===== src/rtl/debayer_line_scheduler_pkg.sv =====
// Shared types and ring constants for the debayer line scheduler and its RAM ring pointer.
// Combinational helpers only; no latency, no backpressure.
package debayer_line_scheduler_pkg;

  typedef enum logic [1:0] {
    ST_IDLE   = 2'd0,
    ST_PRIME  = 2'd1,
    ST_STREAM = 2'd2
  } state_e;

  localparam int RAM_CNT = 4;

  // Ring state at frame start: write RAM0, centre = RAM3, prev = RAM2.
  localparam logic [RAM_CNT-1:0] RST_WR_SEL     = 4'b0001;
  localparam logic [1:0]         RST_IDX_NEXT   = 2'd0;
  localparam logic [1:0]         RST_IDX_CENTRE = 2'd3;
  localparam logic [1:0]         RST_IDX_PREV   = 2'd2;

  function automatic logic [RAM_CNT-1:0] rotl_sel(input logic [RAM_CNT-1:0] sel);
    return {sel[RAM_CNT-2:0], sel[RAM_CNT-1]};
  endfunction

endpackage


===== src/rtl/debayer_line_scheduler_if.sv =====
// Depacker strobes in, line-RAM/datapath controls out; master = strobe source, slave = scheduler.
// Pure wiring; no latency, no backpressure (strobes are unconditional).
interface debayer_line_scheduler_if #(
  parameter int LINE_WORDS = 1024,
  parameter int LINE_CNT_W = 12
);
  localparam int ADDR_W = $clog2(LINE_WORDS);

  logic                  frame_valid_i;
  logic                  line_valid_i;
  logic                  data_valid_i;
  logic [1:0]            bayer_pattern_i;
  logic [3:0]            write_ram_select_o;
  logic [ADDR_W-1:0]     line_address_o;
  logic [1:0]            rd_idx_prev_o;
  logic [1:0]            rd_idx_centre_o;
  logic [1:0]            rd_idx_next_o;
  logic                  line_odd_o;
  logic                  col_odd_o;
  logic                  out_enable_o;
  logic                  frame_done_o;
  logic [LINE_CNT_W-1:0] line_count_o;
  logic                  overflow_o;
  logic                  protocol_err_o;

  modport master (
    output frame_valid_i, line_valid_i, data_valid_i, bayer_pattern_i,
    input  write_ram_select_o, line_address_o, rd_idx_prev_o, rd_idx_centre_o,
           rd_idx_next_o, line_odd_o, col_odd_o, out_enable_o, frame_done_o,
           line_count_o, overflow_o, protocol_err_o
  );

  modport slave (
    input  frame_valid_i, line_valid_i, data_valid_i, bayer_pattern_i,
    output write_ram_select_o, line_address_o, rd_idx_prev_o, rd_idx_centre_o,
           rd_idx_next_o, line_odd_o, col_odd_o, out_enable_o, frame_done_o,
           line_count_o, overflow_o, protocol_err_o
  );

endinterface


===== src/rtl/debayer_ring_ptr.sv =====
// 4-RAM ring pointer: one-hot write select plus next/centre/prev read indices.
// Updates one cycle after reload_i/rotate_i; no backpressure.
module debayer_ring_ptr
  import debayer_line_scheduler_pkg::*;
(
  input  logic               clk_i,
  input  logic               reset_i,
  input  logic               reload_i,
  input  logic               rotate_i,
  output logic [RAM_CNT-1:0] wr_sel_o,
  output logic [1:0]         idx_next_o,
  output logic [1:0]         idx_centre_o,
  output logic [1:0]         idx_prev_o
);

  logic [RAM_CNT-1:0] sel_q;
  logic [1:0]         next_q;
  logic [1:0]         centre_q;
  logic [1:0]         prev_q;

  // Reload wins over rotate so a frame restart always lands on RAM0.
  always_ff @(posedge clk_i) begin
    if (!reset_i || reload_i) begin
      sel_q    <= RST_WR_SEL;
      next_q   <= RST_IDX_NEXT;
      centre_q <= RST_IDX_CENTRE;
      prev_q   <= RST_IDX_PREV;
    end else if (rotate_i) begin
      sel_q    <= rotl_sel(sel_q);
      next_q   <= next_q + 2'd1;
      centre_q <= centre_q + 2'd1;
      prev_q   <= prev_q + 2'd1;
    end
  end

  assign wr_sel_o     = sel_q;
  assign idx_next_o   = next_q;
  assign idx_centre_o = centre_q;
  assign idx_prev_o   = prev_q;

endmodule


===== src/rtl/debayer_line_scheduler.sv =====
// Frame/line sequencer for the debayer line-RAM ring; all outputs registered, 1 cycle after the strobes.
// No backpressure: strobes are consumed every cycle, excess beats only raise overflow_o.
module debayer_line_scheduler
  import debayer_line_scheduler_pkg::*;
#(
  parameter int LINE_WORDS = 1024,
  parameter int LINE_CNT_W = 12
) (
  input  logic                    clk_i,
  input  logic                    reset_i,
  debayer_line_scheduler_if.slave bus
);

  localparam int                    ADDR_W   = $clog2(LINE_WORDS);
  localparam logic [ADDR_W-1:0]     ADDR_MAX = ADDR_W'(LINE_WORDS - 1);
  localparam logic [LINE_CNT_W-1:0] CNT_MAX  = '1;

  logic fv_q, lv_q;
  logic fv_rise, fv_fall, lv_rise, lv_fall;

  // Edge history keeps sampling through reset, so a frame still open at reset
  // release is not mistaken for a new start.
  always_ff @(posedge clk_i) begin
    fv_q <= bus.frame_valid_i;
    lv_q <= bus.line_valid_i;
  end

  assign fv_rise = bus.frame_valid_i & ~fv_q;
  assign fv_fall = ~bus.frame_valid_i & fv_q;
  assign lv_rise = bus.line_valid_i & ~lv_q;
  assign lv_fall = ~bus.line_valid_i & lv_q;

  state_e                state_q;
  logic [LINE_CNT_W-1:0] cnt_q, cnt_d;
  logic [LINE_CNT_W-1:0] line_count_q;
  logic                  line_odd_q, col_odd_q, out_en_q, frame_done_q, perr_q;
  logic                  line_end;

  assign line_end = lv_fall && (state_q != ST_IDLE);
  assign cnt_d    = (line_end && (cnt_q != CNT_MAX)) ? cnt_q + 1'b1 : cnt_q;

  always_ff @(posedge clk_i) begin
    if (!reset_i) begin
      state_q      <= ST_IDLE;
      cnt_q        <= '0;
      line_count_q <= '0;
      line_odd_q   <= 1'b0;
      col_odd_q    <= 1'b0;
      out_en_q     <= 1'b0;
      frame_done_q <= 1'b0;
      perr_q       <= 1'b0;
    end else begin
      frame_done_q <= 1'b0;
      if (fv_rise) begin
        state_q    <= ST_PRIME;
        cnt_q      <= '0;
        line_odd_q <= bus.bayer_pattern_i[1];
        col_odd_q  <= bus.bayer_pattern_i[0];
        out_en_q   <= 1'b0;
      end else begin
        case (state_q)
          ST_IDLE: begin
            out_en_q <= 1'b0;
            if (lv_rise) perr_q <= 1'b1;
          end
          ST_PRIME, ST_STREAM: begin
            out_en_q <= (state_q == ST_STREAM) && bus.line_valid_i;
            cnt_q    <= cnt_d;
            if (line_end) begin
              line_odd_q <= ~line_odd_q;
              state_q    <= ST_STREAM;
            end
            // Any line closing on this same edge is already folded into cnt_d.
            if (fv_fall) begin
              frame_done_q <= 1'b1;
              line_count_q <= cnt_d;
              out_en_q     <= 1'b0;
              state_q      <= ST_IDLE;
            end
          end
          default: state_q <= ST_IDLE;
        endcase
      end
    end
  end

  logic [ADDR_W-1:0] addr_q, addr_d;
  logic              full_q, full_d;
  logic              ovf_q, ovf_d;

  // full marks that word LINE_WORDS-1 has been written; only a beat after that overflows.
  always_comb begin
    addr_d = addr_q;
    full_d = full_q;
    ovf_d  = ovf_q;
    if (!bus.line_valid_i) begin
      addr_d = '0;
      full_d = 1'b0;
    end else if (bus.data_valid_i) begin
      if (full_q) begin
        ovf_d = 1'b1;
      end else if (addr_q == ADDR_MAX) begin
        full_d = 1'b1;
      end else begin
        addr_d = addr_q + 1'b1;
      end
    end
  end

  always_ff @(posedge clk_i) begin
    if (!reset_i) begin
      addr_q <= '0;
      full_q <= 1'b0;
      ovf_q  <= 1'b0;
    end else begin
      addr_q <= addr_d;
      full_q <= full_d;
      ovf_q  <= ovf_d;
    end
  end

  logic [RAM_CNT-1:0] wr_sel;
  logic [1:0]         idx_next, idx_centre, idx_prev;

  debayer_ring_ptr u_ring (
    .clk_i        (clk_i),
    .reset_i      (reset_i),
    .reload_i     (fv_rise),
    .rotate_i     (line_end && !fv_rise),
    .wr_sel_o     (wr_sel),
    .idx_next_o   (idx_next),
    .idx_centre_o (idx_centre),
    .idx_prev_o   (idx_prev)
  );

  assign bus.write_ram_select_o = wr_sel;
  assign bus.rd_idx_next_o      = idx_next;
  assign bus.rd_idx_centre_o    = idx_centre;
  assign bus.rd_idx_prev_o      = idx_prev;
  assign bus.line_address_o     = addr_q;
  assign bus.line_odd_o         = line_odd_q;
  assign bus.col_odd_o          = col_odd_q;
  assign bus.out_enable_o       = out_en_q;
  assign bus.frame_done_o       = frame_done_q;
  assign bus.line_count_o       = line_count_q;
  assign bus.overflow_o         = ovf_q;
  assign bus.protocol_err_o     = perr_q;

endmodule


===== src/flat_wrapper.sv =====
// flat-port wrapper written by rule: the top's interface ports become plain ports
module debayer_line_scheduler_flat import debayer_line_scheduler_pkg::*;
#(
  parameter int LINE_WORDS = 1024,
  parameter int LINE_CNT_W = 12
)
  (clk_i, reset_i, bus_frame_valid_i, bus_line_valid_i, bus_data_valid_i, bus_bayer_pattern_i, bus_write_ram_select_o, bus_line_address_o, bus_rd_idx_prev_o, bus_rd_idx_centre_o, bus_rd_idx_next_o, bus_line_odd_o, bus_col_odd_o, bus_out_enable_o, bus_frame_done_o, bus_line_count_o, bus_overflow_o, bus_protocol_err_o);
  debayer_line_scheduler_if #(.LINE_WORDS(LINE_WORDS), .LINE_CNT_W(LINE_CNT_W)) bus_i ();
  input  logic clk_i;
  input  logic reset_i;
  input wire logic [$bits(bus_i.frame_valid_i)-1:0] bus_frame_valid_i;
  input wire logic [$bits(bus_i.line_valid_i)-1:0] bus_line_valid_i;
  input wire logic [$bits(bus_i.data_valid_i)-1:0] bus_data_valid_i;
  input wire logic [$bits(bus_i.bayer_pattern_i)-1:0] bus_bayer_pattern_i;
  output wire logic [$bits(bus_i.write_ram_select_o)-1:0] bus_write_ram_select_o;
  output wire logic [$bits(bus_i.line_address_o)-1:0] bus_line_address_o;
  output wire logic [$bits(bus_i.rd_idx_prev_o)-1:0] bus_rd_idx_prev_o;
  output wire logic [$bits(bus_i.rd_idx_centre_o)-1:0] bus_rd_idx_centre_o;
  output wire logic [$bits(bus_i.rd_idx_next_o)-1:0] bus_rd_idx_next_o;
  output wire logic [$bits(bus_i.line_odd_o)-1:0] bus_line_odd_o;
  output wire logic [$bits(bus_i.col_odd_o)-1:0] bus_col_odd_o;
  output wire logic [$bits(bus_i.out_enable_o)-1:0] bus_out_enable_o;
  output wire logic [$bits(bus_i.frame_done_o)-1:0] bus_frame_done_o;
  output wire logic [$bits(bus_i.line_count_o)-1:0] bus_line_count_o;
  output wire logic [$bits(bus_i.overflow_o)-1:0] bus_overflow_o;
  output wire logic [$bits(bus_i.protocol_err_o)-1:0] bus_protocol_err_o;
  assign bus_i.frame_valid_i = bus_frame_valid_i;
  assign bus_i.line_valid_i = bus_line_valid_i;
  assign bus_i.data_valid_i = bus_data_valid_i;
  assign bus_i.bayer_pattern_i = bus_bayer_pattern_i;
  assign bus_write_ram_select_o = bus_i.write_ram_select_o;
  assign bus_line_address_o = bus_i.line_address_o;
  assign bus_rd_idx_prev_o = bus_i.rd_idx_prev_o;
  assign bus_rd_idx_centre_o = bus_i.rd_idx_centre_o;
  assign bus_rd_idx_next_o = bus_i.rd_idx_next_o;
  assign bus_line_odd_o = bus_i.line_odd_o;
  assign bus_col_odd_o = bus_i.col_odd_o;
  assign bus_out_enable_o = bus_i.out_enable_o;
  assign bus_frame_done_o = bus_i.frame_done_o;
  assign bus_line_count_o = bus_i.line_count_o;
  assign bus_overflow_o = bus_i.overflow_o;
  assign bus_protocol_err_o = bus_i.protocol_err_o;
  debayer_line_scheduler #(.LINE_WORDS(LINE_WORDS), .LINE_CNT_W(LINE_CNT_W)) u_core (.clk_i(clk_i), .reset_i(reset_i), .bus(bus_i));
endmodule

===== config.mk =====
export PLATFORM = sky130hd
export DESIGN_NAME = debayer_line_scheduler_flat
export DESIGN_NICKNAME = d
export VERILOG_FILES = /design/src/rtl/debayer_line_scheduler_pkg.sv /design/src/rtl/debayer_line_scheduler_if.sv /design/src/rtl/debayer_ring_ptr.sv /design/src/rtl/debayer_line_scheduler.sv /design/src/flat_wrapper.sv
export SDC_FILE = /design/constraint.sdc
export NUM_CORES = 1
export LEC_CHECK = 0
export ABC_AREA = 1
export CAP_MARGIN = 10
export CORE_MARGIN = 3
export CORE_UTILIZATION = 55
export CTS_BUF_LIST = sky130_fd_sc_hd__clkbuf_8
export DETAILED_ROUTE_END_ITERATION = 7
export PLACE_DENSITY_LB_ADDON = 0.05
export SYNTH_ARGS = -nofsm -noshare
export SYNTH_HDL_FRONTEND = slang
export SYNTH_SLANG_ARGS = --single-unit

===== constraint.sdc =====
create_clock -name clk_i -period 2.2 [get_ports clk_i]
set_input_delay 0.44 -clock clk_i [delete_from_list [all_inputs] [get_ports clk_i]]
set_output_delay 0.44 -clock clk_i [all_outputs]
set_load 0.05 [all_outputs]

==> After elaboration in Yosys (flattened, before gate mapping) <==
Index checks and enable logic that the tools add are counted.
{ "word_totals": {"regBits": 55, "in_bits": 7, "out_inout_bits": 38, "wordCells": 81} }
{ "op_classes": {"n_addsub": 5, "n_eq_ne": 7, "muxes": 13, "n_bitwise": 15, "n_reduce_logical": 23} }
{ "ops": {"columns": ["operator", "n"], "rows": [
  ["12-bit by 1-bit adder with 12-bit output, second input constant", 1],
  ["12-bit 2-to-1 mux", 1],
  ["12-bit != test, second input constant", 1],
  ["3-bit AND reduction", 4],
  ["1-bit NOT", 11],
  ["10-bit by 1-bit adder with 10-bit output, second input constant", 1],
  ["10-bit == test, second input constant", 1],
  ["1-bit 2-to-1 mux", 8],
  ["2-bit AND reduction", 4],
  ["2-bit nonzero test", 4],
  ["2-bit by 1-bit adder with 2-bit output, second input constant", 3],
  ["1-bit bitwise AND", 4],
  ["1-bit logical AND", 4],
  ["2-bit 2-to-1 mux", 2],
  ["4-bit by 1-bit != test with 1-bit output, second input constant", 1],
  ["2-bit one-hot mux with 2 select lines", 1],
  ["2-bit OR reduction", 2],
  ["3-bit by 1-bit != test with 1-bit output, second input constant", 1],
  ["3-bit OR reduction", 1],
  ["2-bit by 1-bit == test with 1-bit output, second input constant", 1],
  ["2-bit == test, second input constant", 1],
  ["1-bit zero test", 2],
  ["2-bit zero test", 1],
  ["2-bit by 1-bit != test with 1-bit output, second input constant", 1],
  ["other kinds (2)", 2]
]} }

==> Logic depth before layout (Yosys ltp) <==
{ "depth": {"ltp_word": 7, "depth_mapped": 10, "mapped_depth_nobuf": 10} }

==> By module <==
From an unflattened synthesis, not the netlist that was laid out.
{ "hier_totals": {"hier_cells": 405, "area_unflattened_um2": 2830.2} }
{ "by_module_without_submodules": {"columns": ["module", "instances", "cells_per_inst", "area_per_inst_um2", "seq_area_each_um2"], "rows": [
  ["debayer_line_scheduler", 1, 353, 2448.6, 900.9],
  ["debayer_ring_ptr", 1, 52, 381.6, 200.2]
]} }

==> Least setup slack after synthesis <==
OpenSTA, ideal clock, no wires.
{ "synth_path": {"path_kind": "reg-to-reg", "from": "register u_core.addr_q[0], in the netlist u_core.bus.line_address_o[0]", "to": "register u_core.addr_q[1], in the netlist u_core.bus.line_address_o[1]", "setup_ps": 116, "t_arrival_ps": 1655, "required_ps": 2084, "setup_slack_ps": 429, "stages_incl_launch_ff": 9, "n_path_buf": 0, "synth_period_minus_slack_ps": 1771, "path_cell_list": "dfxtp_1 -> ha_1 -> nand2_1 -> nor2_2 -> nand3_2 -> nand2_2 -> inv_2 -> nor2_1 -> nor2_1"} }
{ "synth_between": {"elab_chain_cells": 3, "elab_cells_between_ends": 4, "cone_classes": "add/sub: 1; eq/ne: 1; bitwise: 1; reduce/logical: 1"} }
{ "synth_lines": {"columns": ["item", "line_no", "text"], "rows": [
  ["start: declaration", "debayer_line_scheduler.sv:87", "logic [ADDR_W-1:0] addr_q, addr_d;"],
  ["start signal: assignment", "debayer_line_scheduler.sv:116", "addr_q <= addr_d;"],
  ["branches (longest 3 deep; another with 10-bit by 1-bit adder with 10-bit output)", null, null]
]} }
Parallel ways; which one is timed is not known.
A chain may end at the register's enable or synchronous reset.

==> Worst setup path after layout <==
{ "layout_path": {"from": "register u_core.addr_q[5], in the netlist u_core.bus.line_address_o[5]", "to": "output bus_line_address_o[5]"} }
{ "layout_lines": {"columns": ["item", "line_no", "text"], "rows": [
  ["end: declaration", "flat_wrapper.sv:16", "output wire logic [$bits(bus_i.line_address_o)-1:0] bus_line_address_o;"]
]} }
No word-level cell between the ends.

==> out/results.ini <==
[setup_path]
r2r-start = u_core.cnt_q[0]
worstPathArrival_ns = 1.60
worstPathCellList = clkdlybuf4s50_1
critPathMaxStageDelay_ns = 0.85
criticalPathCategory = reg2out
path_delay_family = buffers and inverters
end_kind = output port
rrSetupSlack_ns = 0.47
slowest_stage = clkdlybuf4s50_1
r2r-end = u_core.cnt_q[3]
cp_num_buf_inv = 1
reg2reg_depth = 9
required_ns = 1.76
start_kind = flip-flop
cp_max_fo = 6

[placed_design]
place_inst = 516
hpwl_um = 4710
io_buffer_count = 44
dpl_cell_area_um2 = 3320
gp_congestion = 0.906

[cts]
clk_path_buf_depth = 2
cts_hold_buf = 0
cts_tree = built
h-tree-depth = 2
clkSlewWorstSetupHoldPaths_ns = 0.09
cts_setup_buffers = 0
ctsResizeCount = 0
cts_root_buffer = clkbuf_8
clock-sinks = 55
worstSkewPairLatency_ns = 0.31
numCtsBuffers = 5

[power_and_ir_drop]
ir_drop_v = 0.000335
total_power_uw = 1880
p_sw_uw = 537
cellPowerDensity_nw_per_um2 = 554
leakagePower_uw = 0.00146
p_clk_share_pct = 27.4
internal_power_uw = 1350
comb_power_share_pct = 15.9
share_seq_of_total_power_pct = 56.7
swShare_pct = 28.5

[yosys]
synth_top_area_cell = dfxtp_1
synthCells = 406
synth_xor_area_share_pct = 2.85
synthTopCellsByArea = dfxtp_1 (40%), nand2_1 (13%), inv_1 (7.7%), nor2_1 (7.3%), nand3_1 (6.9%)
synth.ff_latch_count = 55
ys_seq_area_share_pct = 39.8
synth_simple_gate_area_share_pct = 35.5
synth_compound_area_share_pct = 8.82
synth.area.mux_share_pct = 0
yosysUniqueCellTypes = 25
yosys_warnings = 0
synth_top_family_by_area = simple AND/OR/NAND/NOR gates
syn-num-nets = 420
yosys.area_share.adder_pct = 3.16
synth.avg_cell_area_um2 = 6.82
synth_top_area_share_pct = 39.8
netlist_area_um2 = 2770

[routing]
ant_nets = 0
drt-total-wl_um = 6240
vias = 2625
first_iter_violations = 103
remaining_drc_errors = 0
vias_per_cell = 5.03
wl_per_cell_um = 12.0
first_pass_iters = 4

[sta]
final_max_slew_viol_count = 0
tightest_slew_ns = 0.517
finalSetupViolCount = 0
relSlewSlack_pct = 65.4
period_share_pct = 92.6
timing_hold_violations_final = 0
fin_skew_ns = 0.0111
fmax_ghz = 0.491
rsz0062_at_grt = no
whs_ns = 0.456
period_minus_slack_ns = 2.04
setup-tns-final_ns = 0

[cells_and_area]
drive_gt1_share_pct = 7.91
syn_to_final_growth_pct = 22.7
instances_no_fill = 522
final_cell_mix = nand2_1 (96), inv_1 (57), dfxtp_1 (55)
register_area_um2 = 1100
nets = 470
nFillCells = 429
antennaDiodeCount = 0
multi_input_area_um2 = 1390
finish.instance_area_um2 = 3400
final_common_cell = nand2_1

[status]
status = complete, no violations

[hold_path]
hold_end = u_core.bus.overflow_o
hold_start = u_core.bus.overflow_o
hold_path_depth = 2
holdCritPathClass = reg2reg

[grt]
first_global_vias = 2496
grt_max_degree = 25
grt.overflow.total = 0
track_usage_pct = 22.7
grt_pass1_wl_um = 10900
antenna_found_initial = 0

[die]
die_w_um = 76.9
chipHeight_um = 76.9
initial_core_util_pct = 57.8
ios = 45
row_count = 25
die_area_um2 = 5920
core-area_um2 = 4790

[flow_run]
cap_violations = 0

-- cell type report --
cell class | count | area share, %
Clock inverter | 1 | 0.221
Multi-Input combinational cell | 280 | 41.0
Sequential cell | 55 | 32.4
Timing Repair Buffer | 51 | 14.9
Tap cell | 67 | 2.47
Clock buffer | 5 | 2.03
Inverter | 63 | 6.96
-- sequential cells by signal, indices dropped and copies added, names as in the netlist, 2 cells and up --
| signal | count |
|---|---|
| u_core.bus.line_count_o | 12 |
| u_core.cnt_q | 12 |
| u_core.bus.line_address_o | 10 |
| u_core.u_ring.wr_sel_o | 4 |
| u_core.state_q | 2 |
| u_core.u_ring.idx_centre_o | 2 |
| u_core.u_ring.idx_next_o | 2 |
| u_core.u_ring.idx_prev_o | 2 |
-- cell usage after synthesis --
library cell / n
nand2_4: 2
nor2_4: 2
nor3_2: 2
a211oi_1: 1
xor2_1: 9
buf_2: 5
nor3_1: 3
ha_1: 7
nand4_1: 9
nand3_2: 1
o21ai_0: 16
a21oi_1: 28
clkbuf_1: 3
a21oi_2: 1
nand2_2: 3
dfxtp_1: 55
a21o_1: 1
nand3_1: 38
nor3_4: 2
inv_1: 57
inv_2: 6
nor2_1: 54
nand2_1: 96
nand3b_1: 1
nor2_2: 4
-- cells by family (layout without fill, tap and decap cells) --
family | Yosys count | after routing
AND/OR/NAND/NOR | 217 | 217
buffers and inverters | 71 | 120
flip-flops | 55 | 55
AO/OA/AOI/OAI | 47 | 47
XOR/XNOR | 9 | 9
adder cells (fa/ha/maj) | 7 | 7
-- power groups by stage --
stage | registers [uW] | clock network [uW] | logic [uW]
finish | 1070 | 516 | 300
global route | 1070 | 576 | 333
CTS | 1070 | 539 | 301
detailed placement | 1090 | 0 | 299
global placement | 1090 | 0 | 295
floorplan | 1130 | 0 | 155
-- layer usage --
metal	global-route usage, %	vias to the layer above	routed length [um]
met5	0	-	0
met3	5.16	10	342
met1	27.4	1175	2830
met4	10.1	0	121
met2	38.4	65	2940
li1	-	1375	-
-- worst max path at each step --
| stage | from | to | slack [ns] | cells past startpoint |
|---|---|---|---|---|
| 5_1_grt | u_core.bus.line_address_o[5] | bus_line_address_o[5] | 0.12 | 1 |
| 3_5_place_dp | bus_frame_valid_i | u_core.u_ring.idx_prev_o[1] | 0.20 | 8 |
| 6_report | u_core.bus.line_address_o[5] | bus_line_address_o[5] | 0.16 | 1 |
| 2_1_floorplan | u_core.bus.line_address_o[0] | u_core.bus.line_address_o[1] | 0.43 | 8 |
| 4_1_cts | u_core.bus.line_address_o[5] | bus_line_address_o[5] | 0.15 | 1 |
| 3_3_place_gp | bus_frame_valid_i | u_core.u_ring.idx_prev_o[1] | 0.25 | 8 |
-- metrics by stage --
stage	worst slack (ns)	util [%]
after floorplan	0.429	-
after global placement	0.249	69.4
after detailed placement	0.196	69.4
after CTS	0.151	71.0
after global routing	0.119	71.0
final	0.164	71.0
Note: power is estimated with default switching activity, not from simulation.
